**config.mk**
```make
export PLATFORM = sky130hd
export DESIGN_NAME = quick_spi_arbiter
export DESIGN_NICKNAME = d
export VERILOG_FILES = /design/src/rtl/quick_spi_arbiter_pkg.sv /design/src/rtl/quick_spi_arbiter_rr_picker.sv /design/src/rtl/quick_spi_arbiter.sv
export SDC_FILE = /design/constraint.sdc
export NUM_CORES = 1
export LEC_CHECK = 0
export ABC_CLOCK_PERIOD_IN_PS = 3650
export CELL_PAD_IN_SITES_DETAIL_PLACEMENT = 0
export CELL_PAD_IN_SITES_GLOBAL_PLACEMENT = 1
export CORE_MARGIN = 1
export CORE_UTILIZATION = 32
export CTS_BUF_LIST = sky130_fd_sc_hd__clkbuf_4 sky130_fd_sc_hd__clkbuf_8
export DETAILED_ROUTE_END_ITERATION = 7
export PLACE_DENSITY_LB_ADDON = 0.1
export REMOVE_ABC_BUFFERS = 1
export SLEW_MARGIN = 20
export SYNTH_ARGS = -nofsm -noshare
export SYNTH_HDL_FRONTEND = slang
export SYNTH_SLANG_ARGS = --single-unit
export TNS_END_PERCENT = 30
```
**constraint.sdc**
```tcl
create_clock -name clk -period 3.65 [get_ports clk]
set_clock_uncertainty 0.1 [all_clocks]
set_input_delay 0.365 -clock clk [delete_from_list [all_inputs] [get_ports clk]]
set_output_delay 0.365 -clock clk [all_outputs]
set_load 0.01 [all_outputs]
```
**src/rtl/quick_spi_arbiter_pkg.sv**
```systemverilog
// Shared types for the quick_spi round-robin arbiter.
package quick_spi_arbiter_pkg;

  typedef enum logic [2:0] {
    ST_IDLE   = 3'd0,
    ST_LAUNCH = 3'd1,
    ST_WAIT   = 3'd2,
    ST_DONE   = 3'd3,
    ST_ABORT  = 3'd4
  } state_t;

endpackage

```
**src/rtl/quick_spi_arbiter_rr_picker.sv**
```systemverilog
// Combinational round-robin pick: first set req bit at or after ptr, wrapping.
module quick_spi_arbiter_rr_picker #(
  parameter int NUM_REQ = 4,
  parameter int PTR_W   = 2
) (
  input  logic [NUM_REQ-1:0] req,
  input  logic [PTR_W-1:0]   ptr,
  output logic [NUM_REQ-1:0] grant_next,
  output logic [PTR_W-1:0]   winner,
  output logic               valid
);

  int idx;

  always_comb begin
    grant_next = '0;
    winner     = '0;
    valid      = 1'b0;
    idx        = 0;
    for (int i = 0; i < NUM_REQ; i++) begin
      idx = int'(ptr) + i;
      if (idx >= NUM_REQ) idx = idx - NUM_REQ;
      if (!valid && req[idx]) begin
        valid           = 1'b1;
        winner          = PTR_W'(idx);
        grant_next[idx] = 1'b1;
      end
    end
  end

endmodule

```
**src/rtl/quick_spi_arbiter.sv**
```systemverilog
// Round-robin sequencer sharing one quick_spi master among NUM_REQ requesters,
// with a watchdog that aborts transactions whose end never arrives.
module quick_spi_arbiter
  import quick_spi_arbiter_pkg::*;
#(
  parameter int NUM_REQ        = 4,
  parameter int SLAVE_WIDTH    = 2,
  parameter int OUT_WIDTH      = 16,
  parameter int IN_WIDTH       = 8,
  parameter int TIMEOUT_CYCLES = 4096
) (
  input  logic                           clk,
  input  logic                           reset,
  input  logic [NUM_REQ-1:0]             req,
  input  logic [NUM_REQ*SLAVE_WIDTH-1:0] req_slave,
  input  logic [NUM_REQ-1:0]             req_operation,
  input  logic [NUM_REQ*OUT_WIDTH-1:0]   req_wdata,
  output logic [NUM_REQ-1:0]             grant,
  output logic [NUM_REQ-1:0]             done,
  output logic [NUM_REQ-1:0]             error,
  output logic [IN_WIDTH-1:0]            rdata,
  output logic                           busy,
  output logic                           spi_enable,
  output logic                           spi_start,
  output logic [SLAVE_WIDTH-1:0]         spi_slave,
  output logic                           spi_operation,
  output logic [OUT_WIDTH-1:0]           spi_outgoing_data,
  input  logic                           spi_end,
  input  logic [IN_WIDTH-1:0]            spi_incoming_data
);

  localparam int PTR_W = (NUM_REQ > 1) ? $clog2(NUM_REQ) : 1;
  localparam int TMR_W = $clog2(TIMEOUT_CYCLES);

  state_t             state;
  logic [PTR_W-1:0]   ptr;
  logic [TMR_W-1:0]   timer;
  logic [NUM_REQ-1:0] pick_grant;
  logic [PTR_W-1:0]   pick_idx;
  logic               pick_valid;
  logic [PTR_W-1:0]   next_ptr;

  quick_spi_arbiter_rr_picker #(
    .NUM_REQ(NUM_REQ),
    .PTR_W  (PTR_W)
  ) u_picker (
    .req       (req),
    .ptr       (ptr),
    .grant_next(pick_grant),
    .winner    (pick_idx),
    .valid     (pick_valid)
  );

  // The winner drops to lowest priority for the next round.
  assign next_ptr = (pick_idx == PTR_W'(NUM_REQ - 1)) ? '0 : pick_idx + 1'b1;

  always_ff @(posedge clk) begin
    if (reset) begin
      state             <= ST_IDLE;
      ptr               <= '0;
      timer             <= '0;
      grant             <= '0;
      done              <= '0;
      error             <= '0;
      rdata             <= '0;
      busy              <= 1'b0;
      spi_enable        <= 1'b0;
      spi_start         <= 1'b0;
      spi_slave         <= '0;
      spi_operation     <= 1'b0;
      spi_outgoing_data <= '0;
    end else begin
      done      <= '0;
      error     <= '0;
      spi_start <= 1'b0;
      case (state)
        ST_IDLE: begin
          if (pick_valid) begin
            state             <= ST_LAUNCH;
            grant             <= pick_grant;
            ptr               <= next_ptr;
            timer             <= '0;
            busy              <= 1'b1;
            spi_enable        <= 1'b1;
            spi_start         <= 1'b1;
            spi_slave         <= req_slave[pick_idx*SLAVE_WIDTH +: SLAVE_WIDTH];
            spi_operation     <= req_operation[pick_idx];
            spi_outgoing_data <= req_wdata[pick_idx*OUT_WIDTH +: OUT_WIDTH];
          end
        end
        ST_LAUNCH: begin
          // Timer counts cycles since LAUNCH, so ABORT lands TIMEOUT_CYCLES after it.
          state <= ST_WAIT;
          timer <= timer + 1'b1;
        end
        ST_WAIT: begin
          if (spi_end) begin
            rdata      <= spi_incoming_data;
            done       <= grant;
            spi_enable <= 1'b0;
            state      <= ST_DONE;
          end else if (timer == TMR_W'(TIMEOUT_CYCLES - 1)) begin
            error      <= grant;
            spi_enable <= 1'b0;
            state      <= ST_ABORT;
          end else begin
            timer <= timer + 1'b1;
          end
        end
        ST_DONE, ST_ABORT: begin
          state <= ST_IDLE;
          grant <= '0;
          busy  <= 1'b0;
        end
        default: state <= ST_IDLE;
      endcase
    end
  end

endmodule

```
# Yosys cells after proc, flatten, opt, wreduce, memory -nomap -nowiden
# Index checks and enable logic that the tools add are counted.
[word_totals]
register_bits = 59
input_bits = 91
output_inout_bits = 42
elab_cells = 133
[op_classes]
addsub = 9
order_cmp = 13
eq_ne = 10
shifts = 2
n_mux = 55
bitwise_logic = 7
reduce_logical = 24
[ops]
columns = ["cell", "n"]
rows = [
  ["$ge A32 B1 Y1 const B", 4],
  ["$lt A32 B4 Y1 const B", 4],
  ["$mux W32", 4],
  ["$ge A32 B4 Y1 const B", 3],
  ["$sub A32 B4 Y32 const B", 3],
  ["$shiftx A64 B7 Y16", 1],
  ["$mux W12", 3],
  ["$pmux W12 S3", 1],
  ["$mux W1", 21],
  ["$mux W4", 5],
  ["$add A12 B1 Y12 const B", 1],
  ["$eq A12 B12 Y1 const B", 1],
  ["$or A4 B4 Y4", 3],
  ["$bmux W1 S2", 5],
  ["$mux W2", 5],
  ["$mux W3", 3],
  ["$pmux W3 S3", 1],
  ["$demux W1 S2", 4],
  ["$pmux W4 S2", 1],
  ["$reduce_and A2 Y1", 4],
  ["$shiftx A8 B4 Y2", 1],
  ["$logic_and A1 B1 Y1", 7],
  ["$add A2 B2 Y3 const B", 2],
  ["$eq A3 B2 Y1 const B", 2],
  ["other kinds (21)", 31],
]

# Longest topological paths before layout
# Gate-level depths: netlist of the first run.
[logic_depth]
word_depth = 17
depth_mapped = 12
depth_no_buf = 8

# By module
# Synthesis of the first run repeated with hierarchy kept, for this count alone.
[unflattened]
hier_cells = 352
area_unflattened_um2 = 3274.4
[modules_own_cells]
columns = ["mod", "instances", "cells_each", "area_each_um2", "seq_area_each_um2"]
rows = [
  ["quick_spi_arbiter", 1, 304, 2815.2, 1181.1],
  ["quick_spi_arbiter_rr_picker", 1, 48, 459.2, 0.0],
]

# Least setup slack after synthesis of the first run
# No wires, ideal clock.
[synth_timing]
path_kind = "reg2reg"
startpoint = "register ptr[0]"
endpoint = "register spi_operation"
setup_ns = 0.073
arrival_time_ns = 2.956
t_required_ns = 3.477
slack_ns = 0.521
stages_incl_launch_ff = 12
path_buffers = 3
synth_period_minus_slack_ns = 3.129
path_cell_list = "dfxtp_1 -> clkbuf_8 -> inv_1 -> ha_1 -> buf_6 -> nand2b_1 -> or4_2 -> o221a_2 -> a2111oi_4 -> buf_6 -> a21bo_1 -> o211ai_2"
[synth_between]
elab_chain_len = 17
word_cells_on_any_way = 44
cone_classes = "add/sub (7); order compare (4); mux (26); reduce/logical (7)"
[synth_lines]
columns = ["item", "line_no", "source"]
rows = [
  ["start, declared", "quick_spi_arbiter.sv:36", "logic [PTR_W-1:0] ptr;"],
  ["start signal, assigned", "quick_spi_arbiter.sv:81", "ptr <= next_ptr;"],
  ["branches (longest 17 deep; another with $sub A32 B4 Y32)", "n/a", ""],
  ["end signal, assigned", "quick_spi_arbiter.sv:87", "spi_operation <= req_operation[pick_idx];"],
  ["end, declared", "quick_spi_arbiter.sv:26", "output logic spi_operation,"],
]
# Parallel ways; which one is timed is not known. The select of a mux whose other input is x is not followed.
# A chain may end at the register's enable or synchronous reset.

# Worst setup path after layout of the first run
[layout_timing]
startpoint = "register ptr[1]"
endpoint = "register spi_outgoing_data[4]"
[layout_between]
elab_chain_len = 16
word_cells_on_any_way = 43
cone_classes = "add/sub (7); order compare (4); shift (1); mux (24); reduce/logical (7)"
[layout_lines]
columns = ["item", "line_no", "source"]
rows = [
  ["branches (longest 16 deep; another with $sub A32 B4 Y32)", "n/a", ""],
  ["end signal, assigned", "quick_spi_arbiter.sv:88", "spi_outgoing_data <= req_wdata[pick_idx*OUT_WIDTH +: OUT_WIDTH];"],
  ["end, declared", "quick_spi_arbiter.sv:27", "output logic [OUT_WIDTH-1:0] spi_outgoing_data,"],
]
# Parallel ways; which one is timed is not known. The select of a mux whose other input is x is not followed.

==> results of run 1 <==
[worst max-delay path, cell delays in order (launching register included)]
cell and delay [ns]:
dfxtp_1 0.57, inv_1 0.13, ha_1 0.46, mux4_2 0.63
a221o_1 0.40, a2111oi_4 0.34, buf_4 0.28, a21bo_2 0.25
o211ai_1 0.07
[sequential cells by signal, summed over array words and instances, names as in the netlist]
name               flops
spi_start              1
spi_slave              2
spi_outgoing_data     16
grant                  4
ptr                    2
timer                 12
busy                   1
rdata                  8
spi_enable             1
error                  4
spi_operation          1
state                  3
done                   4
[path summary, 6_finish.rpt]
path | depth (start not counted) | from | endpoint
min | 2 | rdata[1]$_SDFFE_PP0P_ | rdata[1]$_SDFFE_PP0P_
min reg2reg | 2 | rdata[1]$_SDFFE_PP0P_ | rdata[1]$_SDFFE_PP0P_
max reg2reg | 8 | ptr[1]$_SDFFE_PP0P_ | spi_outgoing_data[4]$_SDFFE_PP0P_
max | 8 | ptr[1]$_SDFFE_PP0P_ | spi_outgoing_data[4]$_SDFFE_PP0P_
[logic make-up after synthesis]
group                    after synthesis  synth area share
adder cells (fa/ha/maj)                6            0.0227
buffers and inverters                 29            0.0487
AO/OA/AOI/OAI                        107             0.250
multiplexers                          24            0.0805
flip-flops                            59             0.357
XOR/XNOR                              13            0.0344
AND/OR/NAND/NOR                      142             0.207
[placed cells by master (no fill, tap or decap), types with 3 or more instances in the layout]
cell type        instances
xor2_1                  10
a21oi_1                 20
clkdlybuf4s50_1        132
o21ai_0                 24
o211ai_2                10
and2_1                  12
clkinv_2                 3
nand3_1                 26
xnor2_1                  3
buf_4                   13
nand4_1                  3
mux2i_1                 21
a21bo_2                  3
clkbuf_8                 9
nand2_1                 48
nor2_1                  28
o211ai_1                 9
dfxtp_1                 59
a21bo_1                 16
ha_1                     6
nand2b_1                 5
inv_1                    3
a22oi_1                  4
a22o_1                   4
[final cells by class]
cell class                      count  share of cell area
Tap cell                          133              0.0335
Multi-Input combinational cell    292               0.397
Inverter                            3             0.00227
Clock inverter                      7              0.0184
Timing Repair Buffer              145               0.286
Sequential cell                    59               0.238
Clock buffer                        9              0.0250
[per-stage QoR]
step | std cells | hold WS [ns] | power, µW | worst slack (ns)
6_report | 648 | 0.354 | 2960 | 0.334
5_1_grt | 648 | 0.371 | 3170 | 0.137
4_1_cts | 648 | 0.357 | 3010 | 0.326
3_5_place_dp | 632 | 0.347 | 2320 | 0.342
3_3_place_gp | 632 | 0.342 | 2320 | 0.413
2_1_floorplan | 354 | 0.334 | 1710 | -0.869
[per-layer routing]
metal | track usage | wire [µm]
met2 | 0.302 | 4310
met4 | 0.0490 | 53
met5 | 0 | 0
met3 | 0.0724 | 788
met1 | 0.200 | 4000
[cells in the mapped netlist (2+ instances only)]
master    instances
xnor2_1           3
mux2i_1          21
nor2b_1           2
clkbuf_1         14
o211ai_2         10
ha_1              6
nor3_1            2
and3_1            2
nor2_1           28
inv_1             3
a22oi_1           4
nand2b_1          5
nand3b_1          2
a21bo_1          16
buf_4             4
a21bo_2           3
nand4_1           3
nand2_1          48
o221ai_1          2
buf_6             3
o21ai_0          26
dfxtp_1          59
and4_1            2
and2_1           12
xor2_1           10
o21a_1            2
buf_2             4
mux4_2            2
nand3_1          26
or3_2             2
o211ai_1          9
a21oi_1          20
a22o_1            4
a211oi_1          2
or4_2             2
[where the power goes]
| group | internal (µW) | switching (µW) | total, µW |
|---|---|---|---|
| Combinational | 708 | 747 | 1450 |
| Clock | 383 | 289 | 672 |
| Sequential | 759 | 78.9 | 838 |
==> flow_metrics.py, run 1 <==
metrics = {
    "outcome": {
        "status": "finished, final reports clean",
    },
    "timing": {
        "fin_crit_sh": 0.908,
        "finalSetupViolCount": 0,
        "finalMaxSlewViolations": 0,
        "fmax_mhz": 302,
        "grt_setup_unrepaired": "no",
        "hold_viol_final": 0,
        "worst_pin_slew_ns": 0.599,
        "final.setup.tns_ns": 0,
        "min_period_ns": 3.32,
        "timing.slew.headroom": 0.601,
    },
    "clock_network": {
        "clock-sinks": 59,
        "clkTransAtPathRegs_ns": 0.08,
        "post_cts_buffers": 0,
        "htree_num_levels": 3,
        "insertion_delay_ns": 0.33,
        "clockRootBuffer": "clkbuf_8",
        "cts_made_buffers": 9,
        "clockBufferDepth": 2,
        "cts_hold_buf": 0,
        "post_cts_resize_count": 0,
        "tritoncts": "built",
    },
    "flow_run": {
        "max_cap_viol_count": 0,
    },
    "setup_path": {
        "cp-start-kind": "flop",
        "worstPathMaxFanout": 19,
        "end_kind": "flop",
        "crit_arrival_ns": 3.48,
        "r2r_slack_ns": 0.33,
        "path_class": "reg -> reg",
        "cp_data_required_time_ns": 3.82,
    },
    "synthesis": {
        "avgSynthCellArea_um2": 8.72,
        "ys_warn_count": 0,
        "syn_area_um2": 3310,
        "postSynth.asyncResetShare": 0,
        "ys_seq_elements": 59,
        "synth.distinct_cells": 52,
        "ys.flop_type": "dfxtp_1",
        "synth_top_area_frac": 0.357,
        "syn_inst": 380,
        "synthTopCellsByArea": "dfxtp_1 36%, mux2i_1 6.3%, nand2_1 5.4%",
        "ys_seq_area_frac": 0.357,
        "synth_edf_count": 0,
        "synth_top_area_cell": "dfxtp_1",
    },
    "layout": {
        "antenna_cells": 0,
        "post-route-util": 0.501,
        "multiInputGateArea_um2": 1970,
        "fillers": 974,
        "drive_gt1_frac": 0.103,
        "finalInstanceArea_um2": 4960,
        "area_growth_pct": 49.8,
        "fin_nets": 607,
        "register_area_um2": 1180,
    },
    "min_path": {
        "hp-class": "reg -> reg",
    },
    "routing": {
        "drc": 0,
        "postRouteAntennaNets": 0,
        "wl_per_cell_um": 14.1,
        "drt_iter0_markers": 147,
        "totalWireLength_um": 9150,
        "dr.pass1.iters": 4,
        "dr_total_vias": 3188,
        "via_per_inst": 4.92,
    },
    "floorplanning": {
        "dieArea_um2": 10800,
        "io_pins": 133,
        "initial_core_util": 0.334,
        "die_x_um": 104,
        "core_um2": 9910,
        "rows": 36,
        "die_y_um": 104,
    },
    "placed_design": {
        "dpl.hpwl_um": 6590,
        "place.gp.congestion": 0.798,
        "io_buffers": 132,
        "placed_area_um2": 4750,
    },
    "global_routing": {
        "gr-usage-all-layers": 0.176,
        "grt_overflow_total": 0,
        "grt_pass1_wl_um": 15200,
        "grt_pass1_vias": 3206,
        "grt_max_degree": 21,
        "antenna_found_initial": 0,
    },
    "pwr": {
        "peakVddDrop_uv": 309,
        "p_leak_uw": 0.00183,
        "power.density_nw_per_um2": 597,
    },
}
Note: power is estimated with default switching activity, not from simulation.
==> run 2, diff against run 1 <==
--- a/config.mk
+++ b/config.mk
@@ -8,6 +8,7 @@
 export ABC_CLOCK_PERIOD_IN_PS = 3650
 export CELL_PAD_IN_SITES_DETAIL_PLACEMENT = 0
 export CELL_PAD_IN_SITES_GLOBAL_PLACEMENT = 1
+export CORE_ASPECT_RATIO = 0.6
 export CORE_MARGIN = 1
 export CORE_UTILIZATION = 32
 export CTS_BUF_LIST = sky130_fd_sc_hd__clkbuf_4 sky130_fd_sc_hd__clkbuf_8
==> flow_metrics.py, run 2 (same netlist as run 1, synthesis figures left out) <==
metrics = {
    "clock_network": {
        "clockRootBuffer": "clkbuf_8",
        "cts_made_buffers": 9,
        "clock-sinks": 59,
        "cts_hold_buf": 0,
        "post_cts_buffers": 0,
        "clockBufferDepth": 2,
        "insertion_delay_ns": 0.34,
        "clkTransAtPathRegs_ns": 0.07,
        "post_cts_resize_count": 0,
        "tritoncts": "built",
        "htree_num_levels": 3,
    },
    "timing": {
        "final.setup.tns_ns": 0,
        "fmax_mhz": 319,
        "timing.slew.headroom": 0.516,
        "min_period_ns": 3.14,
        "grt_setup_unrepaired": "no",
        "fin_crit_sh": 0.859,
        "finalMaxSlewViolations": 0,
        "finalSetupViolCount": 0,
        "worst_pin_slew_ns": 0.724,
        "hold_viol_final": 0,
    },
    "routing": {
        "postRouteAntennaNets": 0,
        "drt_iter0_markers": 146,
        "totalWireLength_um": 9370,
        "dr.pass1.iters": 5,
        "wl_per_cell_um": 14.4,
        "drc": 0,
        "dr_total_vias": 3195,
        "via_per_inst": 4.92,
    },
    "layout": {
        "post-route-util": 0.496,
        "largest-register": "spi_outgoing_data",
        "final_common_cell": "clkdlybuf4s50_1",
        "largest_register_ffs": 16,
        "area_growth_pct": 48.9,
        "fin_nets": 607,
        "drive_gt1_frac": 0.107,
        "antenna_cells": 0,
        "reg_top3": "spi_outgoing_data (16), timer (12), rdata (8)",
        "final_cell_mix": "132 x clkdlybuf4s50_1, 59 x dfxtp_1, 48 x nand2_1",
    },
    "outcome": {
        "status": "finished, final reports clean",
    },
    "pwr": {
        "internal_power_uw": 1730,
        "power.total_uw": 2850,
        "seq_power_share": 0.289,
        "p_clk_frac": 0.185,
        "p_comb_frac": 0.526,
        "power.density_nw_per_um2": 577,
        "p_leak_uw": 0.00181,
        "p_sw_uw": 1120,
        "swShare": 0.394,
        "peakVddDrop_uv": 342,
    },
    "global_routing": {
        "grt_pass1_wl_um": 14900,
        "gr-usage-all-layers": 0.178,
        "grt_max_degree": 20,
        "grt_overflow_total": 0,
        "antenna_found_initial": 0,
        "grt_pass1_vias": 2928,
    },
    "placed_design": {
        "dpl.hpwl_um": 6900,
        "io_buffers": 132,
        "place.gp.congestion": 0.832,
    },
    "setup_path": {
        "timing.rr.start": "ptr[0]$_SDFFE_PP0P_",
        "r2r_cells": 8,
        "cp_data_required_time_ns": 3.82,
        "end_kind": "flop",
        "path_class": "reg -> reg",
        "cp-start-kind": "flop",
        "r2r_slack_ns": 0.51,
        "worstPathMaxFanout": 19,
        "crit_arrival_ns": 3.30,
        "reg2reg_to": "spi_outgoing_data[4]$_SDFFE_PP0P_",
    },
    "flow_run": {
        "max_cap_viol_count": 0,
    },
    "floorplanning": {
        "die_x_um": 133,
        "core_um2": 9950,
        "io_pins": 133,
        "initial_core_util": 0.333,
        "rows": 28,
        "dieArea_um2": 10800,
        "die_y_um": 80.8,
    },
    "min_path": {
        "min_to": "rdata[0]$_SDFFE_PP0P_",
        "min-delay-start": "rdata[0]$_SDFFE_PP0P_",
        "worstHoldPathCells": 2,
        "hp-class": "reg -> reg",
    },
}
==> run 2: cell types whose count changed in the layout (fill, tap and decap cells not counted), sizes merged <==
cell,delta
clkinvlp,+1
bufinv,-2
clkbuf,+1
inv,-1
clkinv,+1
==> run 2: routing by layer <==
layer	global-route usage	vias up	wire, µm
met5	0	-	0
met4	0.0580	0	109
met3	0.0512	9	558
met2	0.251	97	3940
met1	0.256	1464	4770
li1	-	1625	-
==> run 2: layout make-up <==
cell class | instances | area [µm²]
Fill cell | 955 | 5020
Multi-Input combinational cell | 292 | 1980
Timing Repair Buffer | 145 | 1420
Sequential cell | 59 | 1180
Tap cell | 135 | 169
Clock buffer | 10 | 131
Clock inverter | 6 | 42.5
Inverter | 3 | 11.3
==> run 2: critical path: stages (launching register included) <==
cell and delay [ns]:
dfxtp_1 0.33, inv_1 0.12, ha_1 0.51, mux4_2 0.66
a221o_1 0.41, a2111oi_4 0.34, buf_4 0.28, a21bo_2 0.24
o211ai_1 0.06
==> run 2: power by group through the flow <==
stage               registers (µW)  logic, µW  clock network (µW)
detailed placement             837       1510                   0
floorplan                      900        813                   0
finish                         823       1500                 527
global route                   841       1640                 577
CTS                            824       1510                 545
global placement               837       1490                   0
==> run 2: through the flow <==
step	std cells	instance area (µm²)	hold WS (ns)	worst slack, ns
3_3_place_gp	634	4760	0.343	0.567
4_1_cts	650	4930	0.363	0.542
6_report	650	4930	0.360	0.515
3_5_place_dp	634	4760	0.351	0.542
2_1_floorplan	354	3160	0.334	-0.869
5_1_grt	650	4930	0.382	0.377
==> run 2: worst max-delay path by stage <==
stage          depth (start not counted)                start  slack (ns)                                end
3_3_place_gp                           8  ptr[0]$_SDFFE_PP0P_        0.57  spi_outgoing_data[9]$_SDFFE_PP0P_
3_5_place_dp                           8  ptr[0]$_SDFFE_PP0P_        0.54  spi_outgoing_data[4]$_SDFFE_PP0P_
2_1_floorplan                          7  ptr[0]$_SDFFE_PP0P_       -0.87         spi_operation$_SDFFE_PP0P_
4_1_cts                                8  ptr[0]$_SDFFE_PP0P_        0.54  spi_outgoing_data[4]$_SDFFE_PP0P_
5_1_grt                                8  ptr[0]$_SDFFE_PP0P_        0.38  spi_outgoing_data[4]$_SDFFE_PP0P_
6_report                               8  ptr[0]$_SDFFE_PP0P_        0.51  spi_outgoing_data[4]$_SDFFE_PP0P_
